### src/rtl/mem_write_buffer_if.sv
// Avalon-MM bus bundle used on both sides of the posted-write buffer.
// The master drives the request fields; the slave answers with readdata/waitrequest.
interface mem_write_buffer_if #(
  parameter int ADDR_W = 32,
  parameter int DATA_W = 32
);
  logic [ADDR_W-1:0]   address;
  logic                write;
  logic                read;
  logic [DATA_W-1:0]   writedata;
  logic [DATA_W/8-1:0] byteenable;
  logic [DATA_W-1:0]   readdata;
  logic                waitrequest;

  modport master (
    output address, write, read, writedata, byteenable,
    input  readdata, waitrequest
  );

  modport slave (
    input  address, write, read, writedata, byteenable,
    output readdata, waitrequest
  );
endinterface

### src/rtl/mem_write_buffer.sv
// Posted-write buffer: CPU writes land in a small FIFO and retire in order downstream;
// reads wait for the FIFO to drain, then pass through as one blocking transfer.
module mem_write_buffer #(
  parameter int ADDR_W = 32,
  parameter int DATA_W = 32,
  parameter int DEPTH  = 4
) (
  input  logic        clk,
  input  logic        reset_n,
  mem_write_buffer_if.slave  s,
  mem_write_buffer_if.master m,
  input  logic [1:0]  csr_address,
  input  logic        csr_read,
  input  logic        csr_write,
  output logic [31:0] csr_readdata
);
  localparam int BE_W    = DATA_W / 8;
  localparam int PTR_W   = $clog2(DEPTH) + 1;
  localparam int ENTRY_W = ADDR_W + DATA_W + BE_W;

  localparam logic [1:0] ST_IDLE  = 2'd0;
  localparam logic [1:0] ST_DRAIN = 2'd1;
  localparam logic [1:0] ST_READ  = 2'd2;
  localparam logic [1:0] ST_RESP  = 2'd3;

  logic [1:0]         state_reg, state_next;
  logic [ENTRY_W-1:0] fifo_mem [DEPTH];
  logic [PTR_W-1:0]   wr_ptr_reg, rd_ptr_reg;
  logic [PTR_W-1:0]   level, level_next;
  logic [31:0]        level_next_w;
  logic               full, empty, push, pop;
  logic               m_write_int, m_read_int;
  logic [ENTRY_W-1:0] head;
  logic [DATA_W-1:0]  s_readdata_reg;
  logic [31:0]        wr_retired_reg, rd_done_reg, max_fill_reg, csr_readdata_reg;

  assign level = wr_ptr_reg - rd_ptr_reg;
  assign empty = (wr_ptr_reg == rd_ptr_reg);
  assign full  = (wr_ptr_reg[PTR_W-1] != rd_ptr_reg[PTR_W-1]) &&
                 (wr_ptr_reg[PTR_W-2:0] == rd_ptr_reg[PTR_W-2:0]);
  assign head  = fifo_mem[rd_ptr_reg[PTR_W-2:0]];

  // Pushes only in IDLE and never into a full FIFO, even if a pop frees a slot this cycle.
  assign push        = reset_n && (state_reg == ST_IDLE) && s.write && !s.read && !full;
  assign m_write_int = reset_n && (state_reg != ST_READ) && !empty;
  assign m_read_int  = reset_n && (state_reg == ST_READ);
  assign pop         = m_write_int && !m.waitrequest;

  assign level_next   = level + PTR_W'(push) - PTR_W'(pop);
  assign level_next_w = 32'(level_next);

  assign m.write      = m_write_int;
  assign m.read       = m_read_int;
  assign m.address    = (state_reg == ST_READ) ? s.address : head[ENTRY_W-1 -: ADDR_W];
  assign m.writedata  = head[BE_W +: DATA_W];
  assign m.byteenable = (state_reg == ST_READ) ? s.byteenable : head[BE_W-1:0];

  assign s.readdata   = s_readdata_reg;
  assign csr_readdata = csr_readdata_reg;

  always_comb begin
    s.waitrequest = 1'b1;
    if (reset_n) begin
      case (state_reg)
        ST_IDLE: s.waitrequest = !push;
        ST_RESP: s.waitrequest = 1'b0;
        default: s.waitrequest = 1'b1;
      endcase
    end
  end

  always_comb begin
    state_next = state_reg;
    case (state_reg)
      ST_IDLE:  if (s.read) state_next = empty ? ST_READ : ST_DRAIN;
      // Leave DRAIN right after the pop that empties the FIFO.
      ST_DRAIN: if (empty || (pop && level == PTR_W'(1))) state_next = ST_READ;
      ST_READ:  if (!m.waitrequest) state_next = ST_RESP;
      default:  state_next = ST_IDLE;
    endcase
  end

  always_ff @(posedge clk) begin
    if (push) fifo_mem[wr_ptr_reg[PTR_W-2:0]] <= {s.address, s.writedata, s.byteenable};
  end

  always_ff @(posedge clk) begin
    if (!reset_n) begin
      state_reg        <= ST_IDLE;
      wr_ptr_reg       <= '0;
      rd_ptr_reg       <= '0;
      s_readdata_reg   <= '0;
      wr_retired_reg   <= '0;
      rd_done_reg      <= '0;
      max_fill_reg     <= '0;
      csr_readdata_reg <= '0;
    end else begin
      state_reg <= state_next;
      if (push) wr_ptr_reg <= wr_ptr_reg + PTR_W'(1);
      if (pop)  rd_ptr_reg <= rd_ptr_reg + PTR_W'(1);
      if (state_reg == ST_READ && !m.waitrequest) s_readdata_reg <= m.readdata;

      // A clear overrides any increment landing on the same edge.
      if (csr_write) begin
        wr_retired_reg <= '0;
        rd_done_reg    <= '0;
        max_fill_reg   <= '0;
      end else begin
        wr_retired_reg <= wr_retired_reg + 32'(pop);
        rd_done_reg    <= rd_done_reg + 32'(state_reg == ST_RESP);
        if (level_next_w > max_fill_reg) max_fill_reg <= level_next_w;
      end

      if (csr_read) begin
        case (csr_address)
          2'd0:    csr_readdata_reg <= 32'(level);
          2'd1:    csr_readdata_reg <= wr_retired_reg;
          2'd2:    csr_readdata_reg <= rd_done_reg;
          default: csr_readdata_reg <= max_fill_reg;
        endcase
      end
    end
  end
endmodule

### src/flat_wrapper.sv
// flat-port wrapper written by rule: the top's interface ports become plain ports
module mem_write_buffer_flat 
#(
  parameter int ADDR_W = 32,
  parameter int DATA_W = 32,
  parameter int DEPTH  = 4
)
  (clk, reset_n, csr_address, csr_read, csr_write, csr_readdata, s_address, s_write, s_read, s_writedata, s_byteenable, s_readdata, s_waitrequest, m_address, m_write, m_read, m_writedata, m_byteenable, m_readdata, m_waitrequest);
  mem_write_buffer_if #(.ADDR_W(ADDR_W), .DATA_W(DATA_W)) s_i ();
  mem_write_buffer_if #(.ADDR_W(ADDR_W), .DATA_W(DATA_W)) m_i ();
  input  logic clk;
  input  logic reset_n;
  input  logic [1:0] csr_address;
  input  logic csr_read;
  input  logic csr_write;
  output logic [31:0] csr_readdata;
  input wire logic [$bits(s_i.address)-1:0] s_address;
  input wire logic [$bits(s_i.write)-1:0] s_write;
  input wire logic [$bits(s_i.read)-1:0] s_read;
  input wire logic [$bits(s_i.writedata)-1:0] s_writedata;
  input wire logic [$bits(s_i.byteenable)-1:0] s_byteenable;
  output wire logic [$bits(s_i.readdata)-1:0] s_readdata;
  output wire logic [$bits(s_i.waitrequest)-1:0] s_waitrequest;
  output wire logic [$bits(m_i.address)-1:0] m_address;
  output wire logic [$bits(m_i.write)-1:0] m_write;
  output wire logic [$bits(m_i.read)-1:0] m_read;
  output wire logic [$bits(m_i.writedata)-1:0] m_writedata;
  output wire logic [$bits(m_i.byteenable)-1:0] m_byteenable;
  input wire logic [$bits(m_i.readdata)-1:0] m_readdata;
  input wire logic [$bits(m_i.waitrequest)-1:0] m_waitrequest;
  assign s_i.address = s_address;
  assign s_i.write = s_write;
  assign s_i.read = s_read;
  assign s_i.writedata = s_writedata;
  assign s_i.byteenable = s_byteenable;
  assign s_readdata = s_i.readdata;
  assign s_waitrequest = s_i.waitrequest;
  assign m_address = m_i.address;
  assign m_write = m_i.write;
  assign m_read = m_i.read;
  assign m_writedata = m_i.writedata;
  assign m_byteenable = m_i.byteenable;
  assign m_i.readdata = m_readdata;
  assign m_i.waitrequest = m_waitrequest;
  mem_write_buffer #(.ADDR_W(ADDR_W), .DATA_W(DATA_W), .DEPTH(DEPTH)) u_core (.clk(clk), .reset_n(reset_n), .s(s_i), .m(m_i), .csr_address(csr_address), .csr_read(csr_read), .csr_write(csr_write), .csr_readdata(csr_readdata));
endmodule
### config.mk
export PLATFORM = sky130hd
export DESIGN_NAME = mem_write_buffer_flat
export DESIGN_NICKNAME = d
export VERILOG_FILES = /design/src/rtl/mem_write_buffer_if.sv /design/src/rtl/mem_write_buffer.sv /design/src/flat_wrapper.sv
export SDC_FILE = /design/constraint.sdc
export NUM_CORES = 1
export LEC_CHECK = 0
export CAP_MARGIN = 25
export CORE_MARGIN = 4
export CORE_UTILIZATION = 30
export CTS_CLUSTER_SIZE = 24
export DETAILED_ROUTE_END_ITERATION = 8
export SYNTH_ARGS = -nofsm -noshare
export SYNTH_HDL_FRONTEND = slang
export SYNTH_SLANG_ARGS = --single-unit
### constraint.sdc
create_clock -name clk -period 6 [get_ports clk]
set_input_delay 1.2 -clock clk [delete_from_list [all_inputs] [get_ports clk]]
set_output_delay 1.2 -clock clk [all_outputs]
set_load 0.005 [all_outputs]
==> results of run 1 <==
-- final cells by class --
class                           instances  share of cell area, %
Tap cell                              696                   4.12
Sequential cell                       413                   52.0
Multi-Input combinational cell        617                   24.4
Timing Repair Buffer                  258                   12.2
Inverter                               22                  0.390
Clock inverter                         23                  0.876
Clock buffer                           61                   6.01
-- critical path, stage by stage --
cell             delay, ps
clkdlybuf4s50_1        630
nor3b_1                360
a21boi_1               490
ha_1                   310
inv_1                   60
ha_1                   130
inv_1                   50
fa_1                   510
inv_1                   50
ha_1                   290
nor2b_1                130
o21ai_0                 80
a32oi_1                360
mux2i_1                230
nor2_1                  50
-- metal layers --
| metal | share of wire [%] | vias up |
|---|---|---|
| met5 | 0.034 | - |
| met4 | 2.1 | 2 |
| met3 | 5.4 | 51 |
| met2 | 46 | 254 |
| met1 | 46 | 5023 |
| li1 | - | 4713 |
-- cell families after synthesis --
family	count (synthesis)
AOI/OAI and AO/OA	125
xor gates and xnor gates	53
adders and majority gates	23
buffers and inverters	83
DFF	413
muxes	114
and+or+nand+nor	302
-- metrics by stage --
step	power [mW]	utilization (%)	hold WS, ps	instance area, um2
floorplan	3.75	-	446	16500
detailed placement	4.28	36.3	445	19700
global placement	4.26	36.3	441	19600
global route	7.25	39.1	475	21200
finish	6.92	39.1	451	21200
CTS	7.04	39.0	453	21100
-- how the worst min path moves through the flow --
stage,startpoint,to
global placement,u_core.s.readdata[31],u_core.s.readdata[31]
floorplan,u_core.rd_done_reg[31],u_core.rd_done_reg[31]
CTS,u_core.s.readdata[31],u_core.s.readdata[31]
global route,u_core.s.readdata[24],u_core.s.readdata[24]
finish,u_core.s.readdata[24],u_core.s.readdata[24]
detailed placement,u_core.s.readdata[31],u_core.s.readdata[31]
-- cells in the final DEF, fill, tap and decap left out, drive strengths merged, types with 2 or more instances in the layout --
cell type and n:
edfxtp 272, clkdlybuf4s50 242, dfxtp 141, nor2 98
nand2 91, mux4 70, clkbuf 61, a21oi 40
mux2 36, a211oi 32, a22oi 29, xor2 28
nand3 27, nand4 25, inv 25, xnor2 24
ha 21, buf 16, clkinv 16, and2 13
and3 9, mux2i 8, o21ai 8, nor3 7
nor4 6, or3 5, nand2b 5, and4 4
or4 4, a31oi 3, o31ai 3, nor2b 3
or2 2, fa 2, clkinvlp 2, bufinv 2
-- power groups by stage --
stage | Clock, mW | Combinational (mW) | Sequential, mW
2_1_floorplan | 0 | 0.519 | 3.23
3_3_place_gp | 0 | 1.01 | 3.24
3_5_place_dp | 0 | 1.03 | 3.25
4_1_cts | 2.82 | 1.03 | 3.19
5_1_grt | 2.94 | 1.12 | 3.20
6_report | 2.72 | 1.01 | 3.19
==> results.yml, run 1 <==
outcome:
  status: "complete, no violations"
drt:
  drt-pass1-iter-count: 5
  wire_per_inst_um: 18.3
  drtIter0Drc: 678
  ant_nets: 0
  vias: 10000
  via_per_inst: 4.81
  drt-total-wl_um: 38200
  drc: 0
power_and_ir_drop:
  internal_power_mw: 5.28
  p_leak_nw: 6.83
  power.density_nw_per_um2: 327
  pwr-share-comb_pct: 14.6
  vdd_drop_max_mv: 0.198
  seqPwrFrac_pct: 46.1
  switching_share_pct: 23.7
  switchingPower_mw: 1.64
  clkPwrFrac_pct: 39.3
clocking:
  clock_path_buffers: 3
  cts-resized-gates: 0
  cts_buffers: 46
  htree_levels: 2
  post_cts_buffers: 0
  cts-hold-fix-buffers: 0
  clkTransAtPathRegs_ps: 50
  clock-sinks: 413
  cts_tree: "built"
  clkLatencyLatePin_ps: 570
  cts-root-buf: "clkbuf_16"
yosys:
  synthTopCellsByArea: "edfxtp_1 (50%), dfxtp_1 (17%), mux4_2 (9.6%)"
  synthMuxAreaShare_pct: 12.5
  syn-cell-area_um2: 16500
  synth_top_area_share_pct: 49.6
  async_flop_share_pct: 0
  synth_simple_gate_area_share_pct: 8.98
  synth-edff-count: 272
  netlist_instances: 1113
  ys_ff_latch: 413
  synth_nets: 1245
  synth_compound_area_share_pct: 5.01
  post-synth-top-count-cell: "edfxtp_1"
  synth_cell_types: 59
  synth_warnings: 0
  synth_top_family_by_area: "multiplexers"
  yosysTopAreaCell: "edfxtp_1"
  synth-adder-area-share_pct: 1.84
  synth_xor_area_share_pct: 2.90
  synthFlopType: "edfxtp_1"
  syn_area_per_cell_um2: 14.8
  ys_seq_area_share_pct: 66.7
  synthTopCellsByCount: "edfxtp_1 (272), dfxtp_1 (141), nor2_1 (96), nand2_1 (91), mux4_2 (70)"
place:
  place_inst: 2005
  place_hpwl_um: 23900
  place_congestion: 0.783
  portBuffers: 243
  dp_worst_setup_slack_ps: 938
floorplanning:
  core-area_um2: 54100
  dieArea_um2: 58700
  rows: 85
  die_h_um: 242
  ios: 244
  die_x_um: 242
  initial_core_util_pct: 30.4
finish:
  largest_reg_flops: 272
  synthToLayoutAreaGrowth_pct: 28.4
  diodes: 0
  nets: 1490
  drive_above_1_share_pct: 15.4
  finalNonFillerCells: 2090
  multi_input_area_um2: 5170
  seqCellArea_um2: 11000
  num-fill-cells: 5035
min_path:
  whs_path_depth: 2
  hold_path_class: "reg -> reg"
global_route:
  grt_remaining_overflow: 0
  grtUsageMet1_pct: 17.6
  antenna_found_initial: 1
  use_met3_pct: 3.17
  first_global_vias: 10200
  grt.total_usage_pct: 12.8
  grt_pass1_wl_um: 60500
  top_usage_layer: "met2"
  grt_max_degree: 73
  grt_use_met2_pct: 20.3
setup_path:
  reg2reg_slack_ps: 2030
  startpoint_type: "primary input"
  crit_fanout: 8
  crit_path_start: "reset_n"
  cp-endpoint: "u_core.max_fill_reg[2]"
  critical_path_class: "in -> reg"
  reg2reg_depth: 16
  r2r_end: "u_core.max_fill_reg[2]"
  cp-end-kind: "flip-flop"
  cp_data_required_time_ps: 6430
  crit_arrival_ps: 4950
  reg2reg_from: "u_core.wr_ptr_reg[0]"
timing:
  fin_skew_ps: 11.5
  max_slew.worst_pin.slew_ps: 1010
  slew_viol_final: 0
  setup_ws_ps: 1480
  max_freq_mhz: 221
  slew_headroom_pct: 32.3
  final-hold-violation-count: 0
  fin_crit_ps: 4520
  finalCritPeriodShare_pct: 75.3
  setup_tns_ps: 0
  setup_viol_count_final: 0
  rsz0062_at_grt: "no"
flow_run:
  cap_viol_max_count: 0
(Power assumes the default switching activity.)
==> inputs of run 2 (changes only) <==
==> constraint.sdc (replaced) <==
create_clock -name clk -period 4.45 [get_ports clk]
set_input_delay 0.89 -clock clk [delete_from_list [all_inputs] [get_ports clk]]
set_output_delay 0.89 -clock clk [all_outputs]
set_load 0.005 [all_outputs]
==> run 2 against run 1 <==
  * Hold slack better by 1.2 ps
  * Flip-flop and latch count did not move
  * Critical path type is now reg -> out
  * Global-route usage grew 0.083 points
==> results.yml, run 2 (synthesized netlist as in run 1, its figures left out) <==
outcome:
  status: "complete, no violations"
power_and_ir_drop:
  p_leak_nw: 6.93
  vdd_drop_max_mv: 0.312
  power.density_nw_per_um2: 444
  fin_total_pwr_mw: 9.49
clocking:
  clock-sinks: 413
  cts-resized-gates: 0
  cts-hold-fix-buffers: 0
  clock_path_buffers: 3
  post_cts_buffers: 0
  clkLatencyLatePin_ps: 560
  cts-root-buf: "clkbuf_16"
  cts_buffers: 46
  clkTransAtPathRegs_ps: 60
  cts_tree: "built"
  htree_levels: 2
timing:
  fin_crit_ps: 3850
  final-hold-violation-count: 0
  finalCritPeriodShare_pct: 86.4
  setup_viol_count_final: 0
  rsz0062_at_grt: "no"
  slew_viol_final: 0
  slew_headroom_pct: 44.3
  fin_skew_ps: 11.7
  max_slew.worst_pin.slew_ps: 835
  setup_tns_ps: 0
  setup_ws_ps: 603
  max_freq_mhz: 260
  hold_ws_ps: 453
global_route:
  use_met3_pct: 3.77
  top_usage_layer: "met2"
  grt_use_met2_pct: 20.7
  first_global_vias: 10400
  grt.total_usage_pct: 12.9
  grtUsageMet1_pct: 17.4
  antenna_found_initial: 1
  grt_remaining_overflow: 0
  grt_pass1_wl_um: 60800
  grt_max_degree: 73
setup_path:
  startpoint_type: "flip-flop"
  crit_arrival_ps: 2960
  critPathSlowestCell: "dfxtp_4"
  reg2reg_depth: 16
  max_stage_delay_ps: 800
  crit_fanout: 33
  critical_path_class: "reg -> out"
  crit_chain: "buf_4 -> mux4_2 -> mux2_2 -> clkdlybuf4s50_1"
  reg2reg_slack_ps: 780
  critical_path_buf_inv_count: 2
  cp_data_required_time_ps: 3560
  r2r_end: "u_core.max_fill_reg[2]"
  cp-end-kind: "primary output"
  reg2reg_from: "u_core.wr_ptr_reg[0]"
  crit_family: "flip-flops"
min_path:
  whs_path_depth: 2
  hold_path_class: "reg -> reg"
  whs_endpoint: "u_core.s.readdata[11]"
  hp-start: "u_core.s.readdata[11]"
place:
  dp_worst_setup_slack_ps: 113
  place_congestion: 0.787
  place_hpwl_um: 24000
  place_inst: 2012
  portBuffers: 243
finish:
  nets: 1498
  num-fill-cells: 5024
  synthToLayoutAreaGrowth_pct: 29.6
  layout_common_cells: "edfxtp_1 (272), clkdlybuf4s50_1 (242), dfxtp_1 (139), nor2_1 (96), nand2_1 (91)"
  largest_reg_flops: 272
  drive_above_1_share_pct: 16.1
  layout.cells.most_common: "edfxtp_1"
  finalNonFillerCells: 2099
  diodes: 0
floorplanning:
  rows: 85
  initial_core_util_pct: 30.4
  die_x_um: 242
  dieArea_um2: 58700
  core-area_um2: 54100
  ios: 244
  die_h_um: 242
drt:
  wire_per_inst_um: 18.3
  drc: 0
  drtIter0Drc: 629
  vias: 10100
  ant_nets: 0
  drt-total-wl_um: 38500
  via_per_inst: 4.82
  drt-pass1-iter-count: 4
flow_run:
  cap_viol_max_count: 0
-- run 2: metal layers --
| metal | vias to the layer above | routed length (um) |
|---|---|---|
| met5 | - | 13 |
| met4 | 2 | 701 |
| met3 | 49 | 2230 |
| met1 | 5112 | 17500 |
| li1 | 4723 | - |
| met2 | 222 | 18000 |
-- run 2: metrics by stage --
step,utilization [%],area [um2]
after floorplan,-,16500
after global placement,36.5,19800
after detailed placement,36.5,19800
after CTS,39.4,21300
after global routing,39.4,21400
final,39.4,21400
-- run 2: power breakdown --
part           switching [mW]  internal [mW]  total (mW)
Sequential             0.0780           4.22        4.30
Clock                    1.52           2.30        3.82
Combinational           0.600          0.776        1.38
-- run 2: area by class of cell --
type / instances / area, um2 / area share (%)
clock buffers: 61 / 1300 / 6.09
clock inverters: 24 / 244 / 1.14
inverters: 22 / 82.6 / 0.387
multi-input cells: 617 / 5170 / 24.2
flip-flops and latches: 413 / 11000 / 51.5
well taps: 696 / 871 / 4.08
repair buffers: 266 / 2690 / 12.6
-- run 2: worst register-to-register path, stage by stage (launching register included) --
cell and delay (ps):
dfxtp_1 430, inv_1 130, ha_1 340, and2_1 200, a21boi_1 220, ha_1 270
inv_1 60, ha_1 140, inv_1 50, fa_1 370, xnor2_1 150, xnor2_1 150
ha_1 300, o21ai_0 80, a32oi_1 370, mux2i_1 240, nor2_1 50
-- run 2: worst max path at each step --
stage | startpoint | end | slack (ps) | cells after the start
3_3_place_gp | m_waitrequest | u_core.max_fill_reg[0] | 240 | 15
2_1_floorplan | reset_n | u_core.max_fill_reg[2] | 520 | 15
3_5_place_dp | m_waitrequest | u_core.max_fill_reg[2] | 110 | 15
5_1_grt | flip-flop | m_address[16] | 350 | 4
4_1_cts | flip-flop | m_address[16] | 460 | 4
6_report | flip-flop | m_address[16] | 600 | 4
==> inputs of run 3 (changes only) <==
--- a/config.mk
+++ b/config.mk
@@ -10,6 +10,8 @@
 export CORE_UTILIZATION = 30
 export CTS_CLUSTER_SIZE = 24
 export DETAILED_ROUTE_END_ITERATION = 8
+export MAX_ROUTING_LAYER = met4
+export REMOVE_ABC_BUFFERS = 1
 export SYNTH_ARGS = -nofsm -noshare
 export SYNTH_HDL_FRONTEND = slang
 export SYNTH_SLANG_ARGS = --single-unit
==> run 3 against run 2 <==
  * First-iteration DRC count down 5.7%
  * Setup slack better by 6.0 ps
  * Critical path depth is 11 higher
  * Die area unchanged
  * Clock skew increased by 4.5 ps
  * Power rose by 0.72%
==> results.yml, run 3 (synthesized netlist as in run 1, its figures left out) <==
outcome:
  status: "complete, no violations"
finish:
  layout_common_cells: "edfxtp_1 (272), clkdlybuf4s50_1 (242), dfxtp_1 (139), nor2_1 (96), nand2_1 (91)"
  nets: 1510
  num-fill-cells: 5020
  finalNonFillerCells: 2113
  multi_input_area_um2: 5170
  synthToLayoutAreaGrowth_pct: 30.0
  drive_above_1_share_pct: 16.7
  seqCellArea_um2: 11000
  largest_reg_flops: 272
  layout.cells.most_common: "edfxtp_1"
drt:
  drtIter0Drc: 593
  drt-total-wl_um: 40100
  ant_nets: 0
  vias: 10100
  drt-pass1-iter-count: 4
  wire_per_inst_um: 19.0
  drc: 0
  via_per_inst: 4.76
timing:
  final-hold-violation-count: 0
  setup_tns_ps: 0
  slew_viol_final: 0
  max_freq_mhz: 260
  fin_crit_ps: 3840
  rsz0062_at_grt: "no"
  max_slew.worst_pin.slew_ps: 800
  slew_headroom_pct: 46.7
  finalCritPeriodShare_pct: 86.3
  hold_ws_ps: 453
  setup_viol_count_final: 0
  fin_skew_ps: 16.2
clocking:
  clock-sinks: 413
  clock_path_buffers: 3
  htree_levels: 2
  post_cts_buffers: 0
  cts_buffers: 46
  clkLatencyLatePin_ps: 580
  cts-root-buf: "clkbuf_16"
  cts-resized-gates: 0
  cts_tree: "built"
  cts-hold-fix-buffers: 0
  clkTransAtPathRegs_ps: 60
flow_run:
  cap_viol_max_count: 0
power_and_ir_drop:
  switchingPower_mw: 2.24
  internal_power_mw: 7.32
  pwr-share-comb_pct: 14.9
  seqPwrFrac_pct: 44.8
  vdd_drop_max_mv: 0.296
  switching_share_pct: 23.5
  clkPwrFrac_pct: 40.3
  p_leak_nw: 6.98
  power.density_nw_per_um2: 446
global_route:
  grt_pass1_wl_um: 62800
  first_global_vias: 10600
  grt.total_usage_pct: 13.9
  grt_remaining_overflow: 0
  grt_max_degree: 73
  antenna_found_initial: 2
setup_path:
  startpoint_type: "primary input"
  cp-end-kind: "flip-flop"
  crit_arrival_ps: 4260
  critical_path_class: "in -> reg"
  crit_fanout: 4
  cp_data_required_time_ps: 4870
floorplanning:
  die_x_um: 242
  rows: 85
  initial_core_util_pct: 30.4
  ios: 244
  die_h_um: 242
  dieArea_um2: 58700
  core-area_um2: 54100
place:
  place_hpwl_um: 26300
  place_congestion: 0.775
  place_inst: 2025
  portBuffers: 243
min_path:
  hold_path_class: "reg -> reg"
==> run 3: cell types whose count changed in the layout (fill, tap and decap cells not counted), sizes merged <==
cell,change
buf,+12
clkbuf,-6
bufinv,+2
clkinv,+2
diode,+2
clkinvlp,+2
==> run 3: final cells by class <==
type | count | area share (%)
repair buffers | 278 | 12.9
multi-input cells | 617 | 24.1
clock inverters | 30 | 1.48
well taps | 696 | 4.06
diodes | 2 | 0.0234
flip-flops and latches | 413 | 51.3
inverters | 22 | 0.385
clock buffers | 55 | 5.72
==> run 3: power groups by stage <==
stage / Combinational (mW) / Clock [mW] / Sequential [mW]
2_1_floorplan: 0.651 / 0 / 4.38
3_3_place_gp: 1.42 / 0 / 4.36
3_5_place_dp: 1.45 / 0 / 4.36
4_1_cts: 1.46 / 3.99 / 4.28
5_1_grt: 1.56 / 4.16 / 4.29
6_report: 1.42 / 3.85 / 4.28
==> run 3: stage by stage <==
stage / setup slack [ps] / area [um2] / total power [mW] / utilization (%)
CTS: 643 / 21400 / 9.73 / 39.5
detailed placement: 72.8 / 19900 / 5.81 / 36.7
global placement: 179 / 19800 / 5.78 / 36.6
finish: 609 / 21400 / 9.56 / 39.6
floorplan: -248 / 16200 / 5.04 / -
global route: 358 / 21400 / 10.0 / 39.6
==> run 3: metal layers <==
layer	track usage, %	vias to the layer above	wire [um]
li1	-	4745	-
met1	18.4	4989	18400
met2	21.6	271	18800
met3	3.20	57	2200
met4	3.84	0	755
met5	-	-	0
==> run 3: critical path, cell delays in order <==
cell	delay, ps
clkdlybuf4s50_1	480
nor3b_1	360
a21boi_1	300
ha_1	270
inv_1	60
ha_1	130
inv_1	50
fa_1	370
xnor2_1	150
xnor2_1	150
ha_1	300
o21ai_0	80
a32oi_1	390
mux2i_1	240
nor2_1	50
==> run 3: final timing paths <==
path | start | endpoint | slack [ps] | depth (start not counted)
max | m_waitrequest | u_core.max_fill_reg[2] | 610 | 15
min reg2reg | u_core.s.readdata[22] | u_core.s.readdata[22] | 450 | 2
max reg2reg | u_core.wr_ptr_reg[0] | u_core.max_fill_reg[2] | 740 | 16
min | u_core.s.readdata[22] | u_core.s.readdata[22] | 450 | 2
